<file path="config.mk">
export PLATFORM = sky130hd
export DESIGN_NAME = muldiv_unit
export DESIGN_NICKNAME = d
export VERILOG_FILES = /design/src/rtl/muldiv_pkg.sv /design/src/rtl/muldiv_step.sv /design/src/rtl/muldiv_unit.sv
export SDC_FILE = /design/constraint.sdc
export NUM_CORES = 1
export LEC_CHECK = 0
export CORE_ASPECT_RATIO = 1.75
export CORE_MARGIN = 5
export CORE_UTILIZATION = 50
export CTS_CLUSTER_SIZE = 16
export DETAILED_ROUTE_END_ITERATION = 7
export PLACE_DENSITY = 0.72
export SYNTH_ARGS = -nofsm -noshare
export SYNTH_HDL_FRONTEND = slang
export SYNTH_SLANG_ARGS = --single-unit
</file>
<file path="constraint.sdc">
create_clock -name clk -period 3.9 [get_ports clk]
set_clock_uncertainty 0.05 [all_clocks]
set_input_delay 0.78 -clock clk [delete_from_list [all_inputs] [get_ports clk]]
set_output_delay 0.78 -clock clk [all_outputs]
set_load 0.05 [all_outputs]
</file>
<file path="src/rtl/muldiv_pkg.sv">
// ============================================================================
// Module      : muldiv_pkg
// Description : Op encodings, FSM state type and default width for muldiv_unit.
// Revision    : 1.0 - initial release
// ============================================================================
`default_nettype none

package muldiv_pkg;

    localparam int XLEN_DEF = 32;

    localparam logic [1:0] OP_MUL   = 2'b00;
    localparam logic [1:0] OP_MULHU = 2'b01;
    localparam logic [1:0] OP_DIVU  = 2'b10;
    localparam logic [1:0] OP_REMU  = 2'b11;

    typedef enum logic [1:0] {
        IDLE = 2'd0,
        CALC = 2'd1,
        DONE = 2'd2
    } state_t;

endpackage

`default_nettype wire

</file>
<file path="src/rtl/muldiv_step.sv">
// ============================================================================
// Module      : muldiv_step
// Description : One shift-add multiply or restoring-divide iteration.
// Revision    : 1.0 - initial release
// ============================================================================
`default_nettype none

module muldiv_step
    import muldiv_pkg::*;
#(
    parameter int XLEN = XLEN_DEF
) (
    input  logic              is_div,
    input  logic [2*XLEN:0]   acc_in,
    input  logic [XLEN-1:0]   operand,
    output logic [2*XLEN:0]   acc_out,
    output logic              q_bit
);

    // Multiply: acc = {0, hi, lo}, multiplier bits consumed from lo[0].
    // Divide:   acc = {rem[32:0], dividend/quotient[31:0]}.
    logic [XLEN:0] w_sum;
    logic [XLEN:0] w_shifted;
    logic [XLEN:0] w_divisor;
    logic [XLEN:0] w_diff;
    logic          w_ge;

    always_comb begin
        w_sum     = {acc_in[2*XLEN], acc_in[2*XLEN-1:XLEN]}
                  + (acc_in[0] ? {1'b0, operand} : {(XLEN+1){1'b0}});
        w_shifted = {acc_in[2*XLEN-1:XLEN], acc_in[XLEN-1]};
        w_divisor = {1'b0, operand};
        w_ge      = (w_shifted >= w_divisor);
        w_diff    = w_shifted - w_divisor;
        q_bit     = is_div & w_ge;
        if (is_div) begin
            // Quotient bit slot left at zero; the caller merges q_bit in.
            acc_out = {(w_ge ? w_diff : w_shifted), acc_in[XLEN-2:0], 1'b0};
        end else begin
            acc_out = {1'b0, w_sum, acc_in[XLEN-1:1]};
        end
    end

endmodule

`default_nettype wire

</file>
<file path="src/rtl/muldiv_unit.sv">
// ============================================================================
// Module      : muldiv_unit
// Description : Iterative unsigned MUL/MULHU/DIVU/REMU with start/busy/done.
//               Optional macro MULDIV_EARLY_OUT_EN skips CALC for zero operands.
// Revision    : 1.0 - initial release
// ============================================================================
`default_nettype none

module muldiv_unit
    import muldiv_pkg::*;
#(
    parameter int XLEN  = XLEN_DEF,
    parameter int CNT_W = 5
) (
    input  logic            clk,
    input  logic            rst,
    input  logic            start,
    input  logic [1:0]      op,
    input  logic [XLEN-1:0] a,
    input  logic [XLEN-1:0] b,
    input  logic [4:0]      rc_in,
    output logic            busy,
    output logic            done,
    output logic [XLEN-1:0] ry,
    output logic [4:0]      rc,
    output logic            load_enable
);

    state_t            r_state;
    state_t            w_state_next;
    logic [CNT_W-1:0]  r_cnt;
    logic [1:0]        r_op;
    logic [XLEN-1:0]   r_opnd;
    logic [2*XLEN:0]   r_acc;
    logic [XLEN-1:0]   r_ry;
    logic [4:0]        r_rc;
    logic [2*XLEN:0]   w_acc_next;
    logic [2*XLEN:0]   w_acc_step;
    logic              w_q_bit;
    logic              w_last;
    logic              w_early;

`ifdef MULDIV_EARLY_OUT_EN
    logic [XLEN-1:0]   w_early_ry;
    assign w_early    = (b == '0) || (!op[1] && (a == '0));
    assign w_early_ry = op[1] ? (op[0] ? a : {XLEN{1'b1}}) : {XLEN{1'b0}};
`else
    assign w_early    = 1'b0;
`endif

    muldiv_step #(
        .XLEN    (XLEN)
    ) u_step (
        .is_div  (r_op[1]),
        .acc_in  (r_acc),
        .operand (r_opnd),
        .acc_out (w_acc_next),
        .q_bit   (w_q_bit)
    );

    assign w_acc_step = w_acc_next | {{(2*XLEN){1'b0}}, w_q_bit};
    assign w_last     = (r_cnt == {CNT_W{1'b1}});

    always_ff @(posedge clk) begin
        if (rst) begin
            r_state <= IDLE;
        end else begin
            r_state <= w_state_next;
        end
    end

    always_comb begin
        w_state_next = r_state;
        busy         = (r_state != IDLE);
        done         = 1'b0;
        case (r_state)
            IDLE: begin
                if (start) begin
                    w_state_next = w_early ? DONE : CALC;
                end
            end
            CALC: begin
                if (w_last) begin
                    w_state_next = DONE;
                end
            end
            DONE: begin
                done         = 1'b1;
                w_state_next = IDLE;
            end
            default: begin
                w_state_next = IDLE;
            end
        endcase
    end

    always_ff @(posedge clk) begin
        if (rst) begin
            r_cnt  <= '0;
            r_op   <= OP_MUL;
            r_opnd <= '0;
            r_acc  <= '0;
            r_ry   <= '0;
            r_rc   <= '0;
        end else begin
            case (r_state)
                IDLE: begin
                    if (start) begin
                        r_op   <= op;
                        r_rc   <= rc_in;
                        r_cnt  <= '0;
                        // Divide shifts the dividend through acc; multiply shifts the multiplier.
                        r_opnd <= op[1] ? b : a;
                        r_acc  <= {{(XLEN+1){1'b0}}, (op[1] ? a : b)};
`ifdef MULDIV_EARLY_OUT_EN
                        if (w_early) begin
                            r_ry <= w_early_ry;
                        end
`endif
                    end
                end
                CALC: begin
                    r_acc <= w_acc_step;
                    r_cnt <= r_cnt + 1'b1;
                    if (w_last) begin
                        // op[0] selects the upper half: MULHU product high or REMU remainder.
                        r_ry <= r_op[0] ? w_acc_step[2*XLEN-1:XLEN] : w_acc_step[XLEN-1:0];
                    end
                end
                default: begin
                end
            endcase
        end
    end

    assign ry          = r_ry;
    assign rc          = r_rc;
    assign load_enable = done;

endmodule

`default_nettype wire

</file>
# --- Word level (Yosys, flattened, before mapping) ---
# Index checks and enable logic that the tools add are counted.
op_classes:
  n_reduce_logical: 7
  order_cmp: 1
  n_bitwise: 2
  n_mux: 14
  n_addsub: 3
  eq_ne: 5
ops:
  columns: ["operator", "count"]
  rows:
  - ["two-way mux 65 bit", 2]
  - ["one-hot mux 65 bit (2 select lines)", 1]
  - ["two-way mux 32 bit", 4]
  - ["OR 65 x 1 -> 65 bit", 1]
  - ["adder 33 bit", 1]
  - [">= comparator 33 x 32 -> 1 bit", 1]
  - ["two-way mux 33 bit", 1]
  - ["subtractor 33 x 32 -> 33 bit", 1]
  - ["one-hot mux 5 bit (2 select lines)", 1]
  - ["AND reduction 2 bit", 4]
  - ["adder 5 x 1 -> 5 bit (second input constant)", 1]
  - ["== test 5 bit (second input constant)", 1]
  - ["two-way mux 5 bit", 1]
  - ["two-way mux 2 bit", 2]
  - ["!= test 2 bit (second input constant)", 2]
  - ["one-hot mux 2 bit (2 select lines)", 1]
  - ["nonzero test 2 bit", 2]
  - ["== test 2 x 1 -> 1 bit (second input constant)", 1]
  - ["== test 2 bit (second input constant)", 1]
  - ["zero test 2 bit", 1]
  - ["AND 1 bit", 1]
  - ["two-way mux 1 bit", 1]
word_totals:
  out_inout_bits: 40
  reg_bits: 143
  in_bits: 74
  elab_cells: 39

# --- Depth between registers and ports, before layout ---
# Gate-level depths: netlist of run 1.
depth:
  ltp_word: 5
  mapped_depth: 14
  mapped_depth_nobuf: 14

# --- Hierarchy ---
# From an unflattened synthesis of run 1, not the netlist that was laid out.
unflattened:
  cells_unflattened: 1323
  hier_area_um2: 10767.8
by_module_without_submodules:
  columns: ["mod", "seq_area_each_um2", "area_per_inst_um2", "instances", "cells_per_inst"]
  rows:
  - ["muldiv_unit", 2862.7, 6122.1, 1, 655]
  - ["muldiv_step", 0.0, 4645.7, 1, 668]

# --- Worst setup path before layout of run 1 ---
# Ideal clock, no wire load.
synth_timing:
  path_kind: "flip-flop to flip-flop"
  from: "register r_opnd[1]"
  to: "register r_ry[10], in the netlist ry[10]"
  period_less_slack_ps: 3198
  t_required_ps: 3733
  setup_slack_ps: 702
  path_buffers: 0
  arrival_ps: 3031
  stages_incl_launch_ff: 12
  setup_ps: 117
  cell_sequence: "dfxtp_1 > inv_1 > ha_1 > nor2b_1 > o31a_1 > o311a_1 > or4_4 > a31oi_4 > mux2_2 > a21oi_1 > mux2i_1 > a22o_1"
synth_via:
  elab_chain_cells: 5
  elab_cells_between_ends: 8
  cone_classes: "add/sub (2); order compare (1); mux (4); bitwise (1)"
synth_rtl:
  columns: ["item", "line", "source"]
  rows:
  - ["from (decl)", "muldiv_unit.sv:33", "logic [XLEN-1:0] r_opnd;"]
  - ["from (signal assigned)", "muldiv_unit.sv:113", "r_opnd <= op[1] ? b : a;"]
  - ["two-way mux 32 bit, or another cell as far along", "muldiv_step.sv:30", "+ (acc_in[0] ? {1'b0, operand} : {(XLEN+1){1'b0}});"]
  - ["adder 33 bit or two-way mux 33 bit (tied branches)", "muldiv_step.sv:30, muldiv_step.sv:38", null]
  - ["two-way mux 65 bit *", "muldiv_step.sv:36", "if (is_div) begin"]
  - ["OR 65 x 1 -> 65 bit *", "muldiv_unit.sv:61", "assign w_acc_step = w_acc_next | {{(2*XLEN){1'b0}}, w_q_bit};"]
  - ["two-way mux 32 bit *", "muldiv_unit.sv:127", "r_ry <= r_op[0] ? w_acc_step[2*XLEN-1:XLEN] : w_acc_step[XLEN-1:0];"]
  - ["to (signal assigned)", "muldiv_unit.sv:127", null]
  - ["to (decl)", "muldiv_unit.sv:35", "logic [XLEN-1:0] r_ry;"]
# Every way passes the cells marked *; elsewhere a longest branch is shown, timed or not.
# A chain may end at the register's enable or synchronous reset.

# --- Worst setup path in the final report of run 1 ---
layout_timing:
  from: "register r_opnd[20]"
  to: "register r_ry[10], in the netlist ry[10]"
layout_via:
  elab_chain_cells: 5
layout_rtl:
  columns: ["item", "line", "source"]
  rows:
  - [">= comparator 33 x 32 -> 1 bit", "muldiv_step.sv:33", "w_ge = (w_shifted >= w_divisor);"]
  - ["two-way mux 33 bit", "muldiv_step.sv:38", "acc_out = {(w_ge ? w_diff : w_shifted), acc_in[XLEN-2:0], 1'b0};"]
  - ["two-way mux 65 bit", "muldiv_step.sv:36", null]
  - ["OR 65 x 1 -> 65 bit", "muldiv_unit.sv:61", null]
  - ["two-way mux 32 bit", "muldiv_unit.sv:127", null]
# No other way between the ends.

==> results of run 1 <==
-- final timing paths --
kind,start,endpoint,slack [ns],depth (start not counted)
max,r_opnd[20],ry[10],0.14,11
min,rc[0],rc[0],0.41,2
max reg2reg,r_opnd[20],ry[10],0.14,11
min reg2reg,rc[0],rc[0],0.41,2
-- power breakdown --
group	switching, mW	internal, mW
logic	0.757	0.502
registers	0.0995	1.54
clock network	0.656	1.06
total	1.51	3.10
-- state kept, by name (all words and copies together), names as in the netlist --
register  count
r_acc        65
r_cnt         5
ry           32
rc            5
r_opnd       32
r_op          2
r_state       2
-- cell usage in the layout (no fill, tap or decap), types with 25 or more instances in the layout --
master             n
a211oi_1          58
a21o_1            32
a21oi_1          158
and2_1            43
buf_4             38
clkdlybuf4s50_1  111
dfxtp_1          142
ha_1              66
inv_1             47
mux2i_1          107
nand2_1          122
nand3_1           35
nor2_1           149
o21ai_0           81
o22ai_1           28
xnor2_1           25
xor2_1            26
-- per-layer routing --
metal  up-vias  track usage  share of wire
li1       5382            -              -
met1      5343        0.362           0.39
met2       543        0.513           0.49
met3       128       0.0484          0.068
met4         0        0.154          0.052
met5         -            0              0
-- repair_timing --
item | 4_1_cts | 5_1_grt
setup buffers | 2 | 0
pin swaps | 1 | 0
endpoints found under the setup margin | 1 | 11
gates resized for setup | 0 | 8
-- final cells by class --
class	count	area share
Multi-Input combinational cell	1147	0.581
Inverter	49	0.0142
Timing Repair Buffer	150	0.109
Antenna cell	1	0.000193
Clock inverter	9	0.0103
Sequential cell	143	0.221
Clock buffer	22	0.0366
Tap cell	292	0.0282
-- cells by family (layout without fill, tap and decap cells) --
group	after synthesis	after routing
xor+xnor	51	51
compound gates	481	481
mux	115	115
buf+inv	146	230
flops	143	143
simple gates	432	432
fa+ha+maj	68	68
other cells	0	1
-- through the flow --
step / total power [mW] / area, µm²
2_1_floorplan: 2.47 / 10900
3_3_place_gp: 2.86 / 12300
3_5_place_dp: 2.88 / 12300
4_1_cts: 4.58 / 12900
5_1_grt: 4.80 / 13000
6_report: 4.61 / 13000
-- worst max-delay path: cells and delay by family (launching register included) --
kind | cells | cell delay, ns
AND/OR/NAND/NOR | 1 | 0.44
adder cells (fa/ha/maj) | 1 | 0.39
multiplexers | 2 | 0.66
AO/OA/AOI/OAI | 6 | 1.62
buffers and inverters | 1 | 0.07
flip-flops | 1 | 0.42
==> reports/metrics.cfg, run 1 <==
[synthesis]
yosysWarningCount=0
synth-simple-area-share=0.181
synth_most_common_cell=a21oi_1
synth_area_um2=10900
synth.avg_cell_area_um2=7.60
ys_seq_area_frac=0.262
synth_top_area_cell=dfxtp_1
synth_seq_cells=143
synthDistinctLibCells=65
synth_area_leaders=dfxtp_1, mux2i_1, ha_1
synth-compound-area-share=0.277
synth_xor_area_frac=0.0409
netlist_instances=1436
synth_fa_ha_area_frac=0.0794
synthMuxAreaShare=0.107
synth_top_area_frac=0.262
ys.flop_type=dfxtp_1
yosys-top-cells-count=a21oi_1, nor2_1, dfxtp_1
async_flop_share=0
synth_top_family_by_area=compound AO/OA/AOI/OAI gates
synth-edff-count=0
synth_fp_nets=1578

[routing]
vias=11400
wl_um=37600
drcViolationCount=0
dr.first_iter.drc_count=925
viasPerCell=6.29
wire_per_inst_um=20.7
firstDrtPassIters=5
drtAntennaViolNets=0

[setup_path]
critPathKind=reg -> reg
critPathMaxStageDelay_ns=0.44
critical-path-slowest-cell=or4_4
cp-start-kind=register
end_kind=register
worstPathArrival_ns=4.03
cp_max_fo=6
path_cells=inv_1 -> ha_1 -> a21oi_1 -> o21ai_0 -> a211o_1 -> or4_4 -> a31oi_4 -> mux2_2 -> a21oi_2 -> mux2i_1 -> a22o_1
required_ns=4.17

[timing]
drv_slew=0
finalSetupViolCount=0
rsz0062_at_grt=no
fin_crit_ns=3.76
fmax_mhz=266
fin_hold_ws_ns=0.412
fin_ws_ns=0.136
fin_crit_sh=0.965
hold_viol_final=0
tightest_slew_ns=1.10
tns_ns=0
maxSlewHeadroom=0.265

[global_routing]
grt_pass1_wl_um=59500
antenna_found_initial=0
grt_pass1_vias=11200
grt_start_max_net_pins=100
grt-ovfl-total=0
grt_use_total=0.301

[job]
drv_cap=0

[power]
p_per_area_nw_per_um2=356
power_leakage_nw=5.41
ir_worst_vdd_mv=0.362

[layout]
num-nets-final=1650
drive_gt1_frac=0.0678
areaGrowthSynthToFinish_pct=18.8
fin_cells=1813
register_area_um2=2870
final.fill_count=2013
multi_input_area_um2=7530
utilization=0.603

[min_path]
min_path_type=reg -> reg

[floorplanning]
rows=71
initial_core_util=0.508
die_x_um=122
die_area_um2=25000
io_pins=114
die_height_um=205
core_region_area_um2=21500

[clock_tree]
cts_tree=built
cts-root-buf=clkbuf_16
worstSkewPairLatency_ns=0.43
clkTransAtPathRegs_ns=0.06
ctsHoldBuffers=0
clk_path_buf_depth=2
htree_levels=4
numCtsBuffers=17
clock-sinks=143

[place]
dp.cells=1779
place_congestion=0.998
place_ws_ns=-0.0813
portBuffers=113
dpl.hpwl_um=28300

[outcome]
outcome=finished clean

Note: power is estimated with default switching activity, not from simulation.
==> inputs of run 2 (changes only) <==
--- a/config.mk
+++ b/config.mk
@@ -7,10 +7,10 @@
 export LEC_CHECK = 0
 export CORE_ASPECT_RATIO = 1.75
 export CORE_MARGIN = 5
-export CORE_UTILIZATION = 50
+export CORE_UTILIZATION = 55
 export CTS_CLUSTER_SIZE = 16
 export DETAILED_ROUTE_END_ITERATION = 7
-export PLACE_DENSITY = 0.72
+export PLACE_DENSITY = 0.78
 export SYNTH_ARGS = -nofsm -noshare
 export SYNTH_HDL_FRONTEND = slang
 export SYNTH_SLANG_ARGS = --single-unit
==> run 2 against run 1 <==
- the flow now finishes with violations (DRC)
- wire length rose by 4.1%
- final cell count is 0.99% lower
- combinational power up 3%
- critical path type unchanged
- register-to-register slack barely moved
- hold slack got worse by 0.010 ns
- highest routed layer unchanged
- clock power is 8% higher
- clock-buffer cell count down 2
- core utilization up 6.8 points
- global-route usage grew 3.7 points
==> reports/metrics.cfg, run 2 (synthesis gave the netlist of run 1 again) <==
[outcome]
violations=DRC
outcome=complete, but fails checks

[timing]
rsz0062_at_grt=no
maxSlewHeadroom=0.278
fin_crit_sh=0.964
tightest_slew_ns=1.08
drv_slew=0
hold_viol_final=0
fin_crit_ns=3.76
fin_ws_ns=0.142
finalSetupViolCount=0
fmax_mhz=266

[routing]
wl_um=39100
drtAntennaViolNets=0
viasPerCell=6.46
wire_per_inst_um=21.8
drcViolationCount=6
dr.first_iter.drc_count=968
vias=11600
firstDrtPassIters=8

[global_routing]
grt_pass1_vias=11200
grt_pass1_wl_um=60500
grt_start_max_net_pins=86
grt_use_total=0.337
grt-ovfl-total=0
antenna_found_initial=0

[layout]
areaGrowthSynthToFinish_pct=20.9
final.fill_count=1695
stdcell_area_um2=13200
final_cell_mix=a21oi_1, nor2_1, dfxtp_1
final_common_cell=a21oi_1
drive_gt1_frac=0.0832
fin_cells=1795
utilization=0.671
num-nets-final=1679
largest_reg_flops=65
antenna_cells=0
regMostFlops=r_acc

[setup_path]
required_ns=4.18
cp_max_fo=9
r2r_slack_ns=0.14
reg2reg_from=r_opnd[6]
startpoint=r_opnd[6]
rr_worst_depth=12
worstPathArrival_ns=4.04
critPathKind=reg -> reg
end_kind=register
cp-start-kind=register
rr_endpoint=ry[10]

[power]
p_total_mw=4.78
p_per_area_nw_per_um2=362
power_leakage_nw=5.58
ir_worst_vdd_mv=0.387

[job]
drv_cap=0

[place]
dpl.hpwl_um=29300
portBuffers=113
place_congestion=0.984
place_ws_ns=-0.114
placed_cell_area_um2=12500
dp.cells=1760

[min_path]
holdPathEnd=rc[0]
min_path_type=reg -> reg
min_path_cells=2
worstHoldStart=rc[0]

[clock_tree]
clkTransAtPathRegs_ns=0.06
htree_levels=4
clock-sinks=143
worstSkewPairLatency_ns=0.43
cts_tree=built
ctsHoldBuffers=0
cts-root-buf=clkbuf_16
clk_path_buf_depth=2
numCtsBuffers=17

[floorplanning]
io_pins=114
initial_core_util=0.555
die_x_um=116
die_height_um=196
die_area_um2=22900
rows=68
core_region_area_um2=19700

run 2: changes by cell type in the layout (fill, tap and decap cells not counted), moves of 2 or more:
| cell | before | now |
|---|---|---|
| buf_12 | 0 | 4 |
| clkbuf_8 | 3 | 1 |
| bufinv_16 | 3 | 5 |
| buf_4 | 38 | 64 |
| mux2i_2 | 2 | 0 |
| inv_6 | 1 | 3 |
| mux2i_1 | 107 | 109 |
run 2: critical path, stage by stage (launching register included):
cell and delay, ns:
dfxtp_1 0.38, inv_1 0.07, ha_1 0.35, a21o_1 0.23
a31oi_2 0.30, o22ai_1 0.23, or4_4 0.61, a31oi_4 0.18
buf_12 0.15, mux2_2 0.32, a21oi_1 0.30, mux2i_1 0.23
a22o_1 0.24
run 2: final cells by class:
type	count	area (µm²)	share of cell area
clock inverter	12	206	0.0156
multi-input combinational	1147	7510	0.569
sequential	143	2870	0.217
tap	245	307	0.0232
clock buffer	20	447	0.0339
timing repair buffer	179	1670	0.127
inverter	49	184	0.0139
run 2: timing repair:
action                                 in CTS  in global routing
gates resized for setup                     0                  4
gates cloned                                0                  0
pin swaps                                   1                  0
setup endpoints to repair                   7                  9
endpoints found under the hold margin       0                  0
setup buffers                               3                  0
run 2: report_power, final:
group / total [mW] / switching [mW] / leakage [nW] / internal, mW
logic: 1.30 / 0.781 / 4.09 / 0.523
clock network: 1.85 / 0.687 / 0.316 / 1.16
registers: 1.63 / 0.0881 / 1.17 / 1.54
run 2: worst max-delay path by stage:
stage	to	depth (start not counted)
final	ry[10]	12
after floorplan	ry[10]	11
after detailed placement	ry[10]	11
after global routing	ry[19]	15
after global placement	ry[10]	11
after CTS	ry[6]	13
run 2: through the flow:
stage / hold slack, ns / setup TNS (ns)
floorplan: 0.379 / 0
global placement: 0.394 / -0.134
detailed placement: 0.397 / -0.465
CTS: 0.406 / 0
global route: 0.439 / 0
finish: 0.402 / 0
run 2: routing by layer:
layer	vias to the layer above	GRT usage	part of all wire
met1	5498	0.421	0.40
met5	-	0	0
met4	0	0.117	0.033
met3	110	0.0574	0.068
li1	5427	-	-
met2	567	0.579	0.50
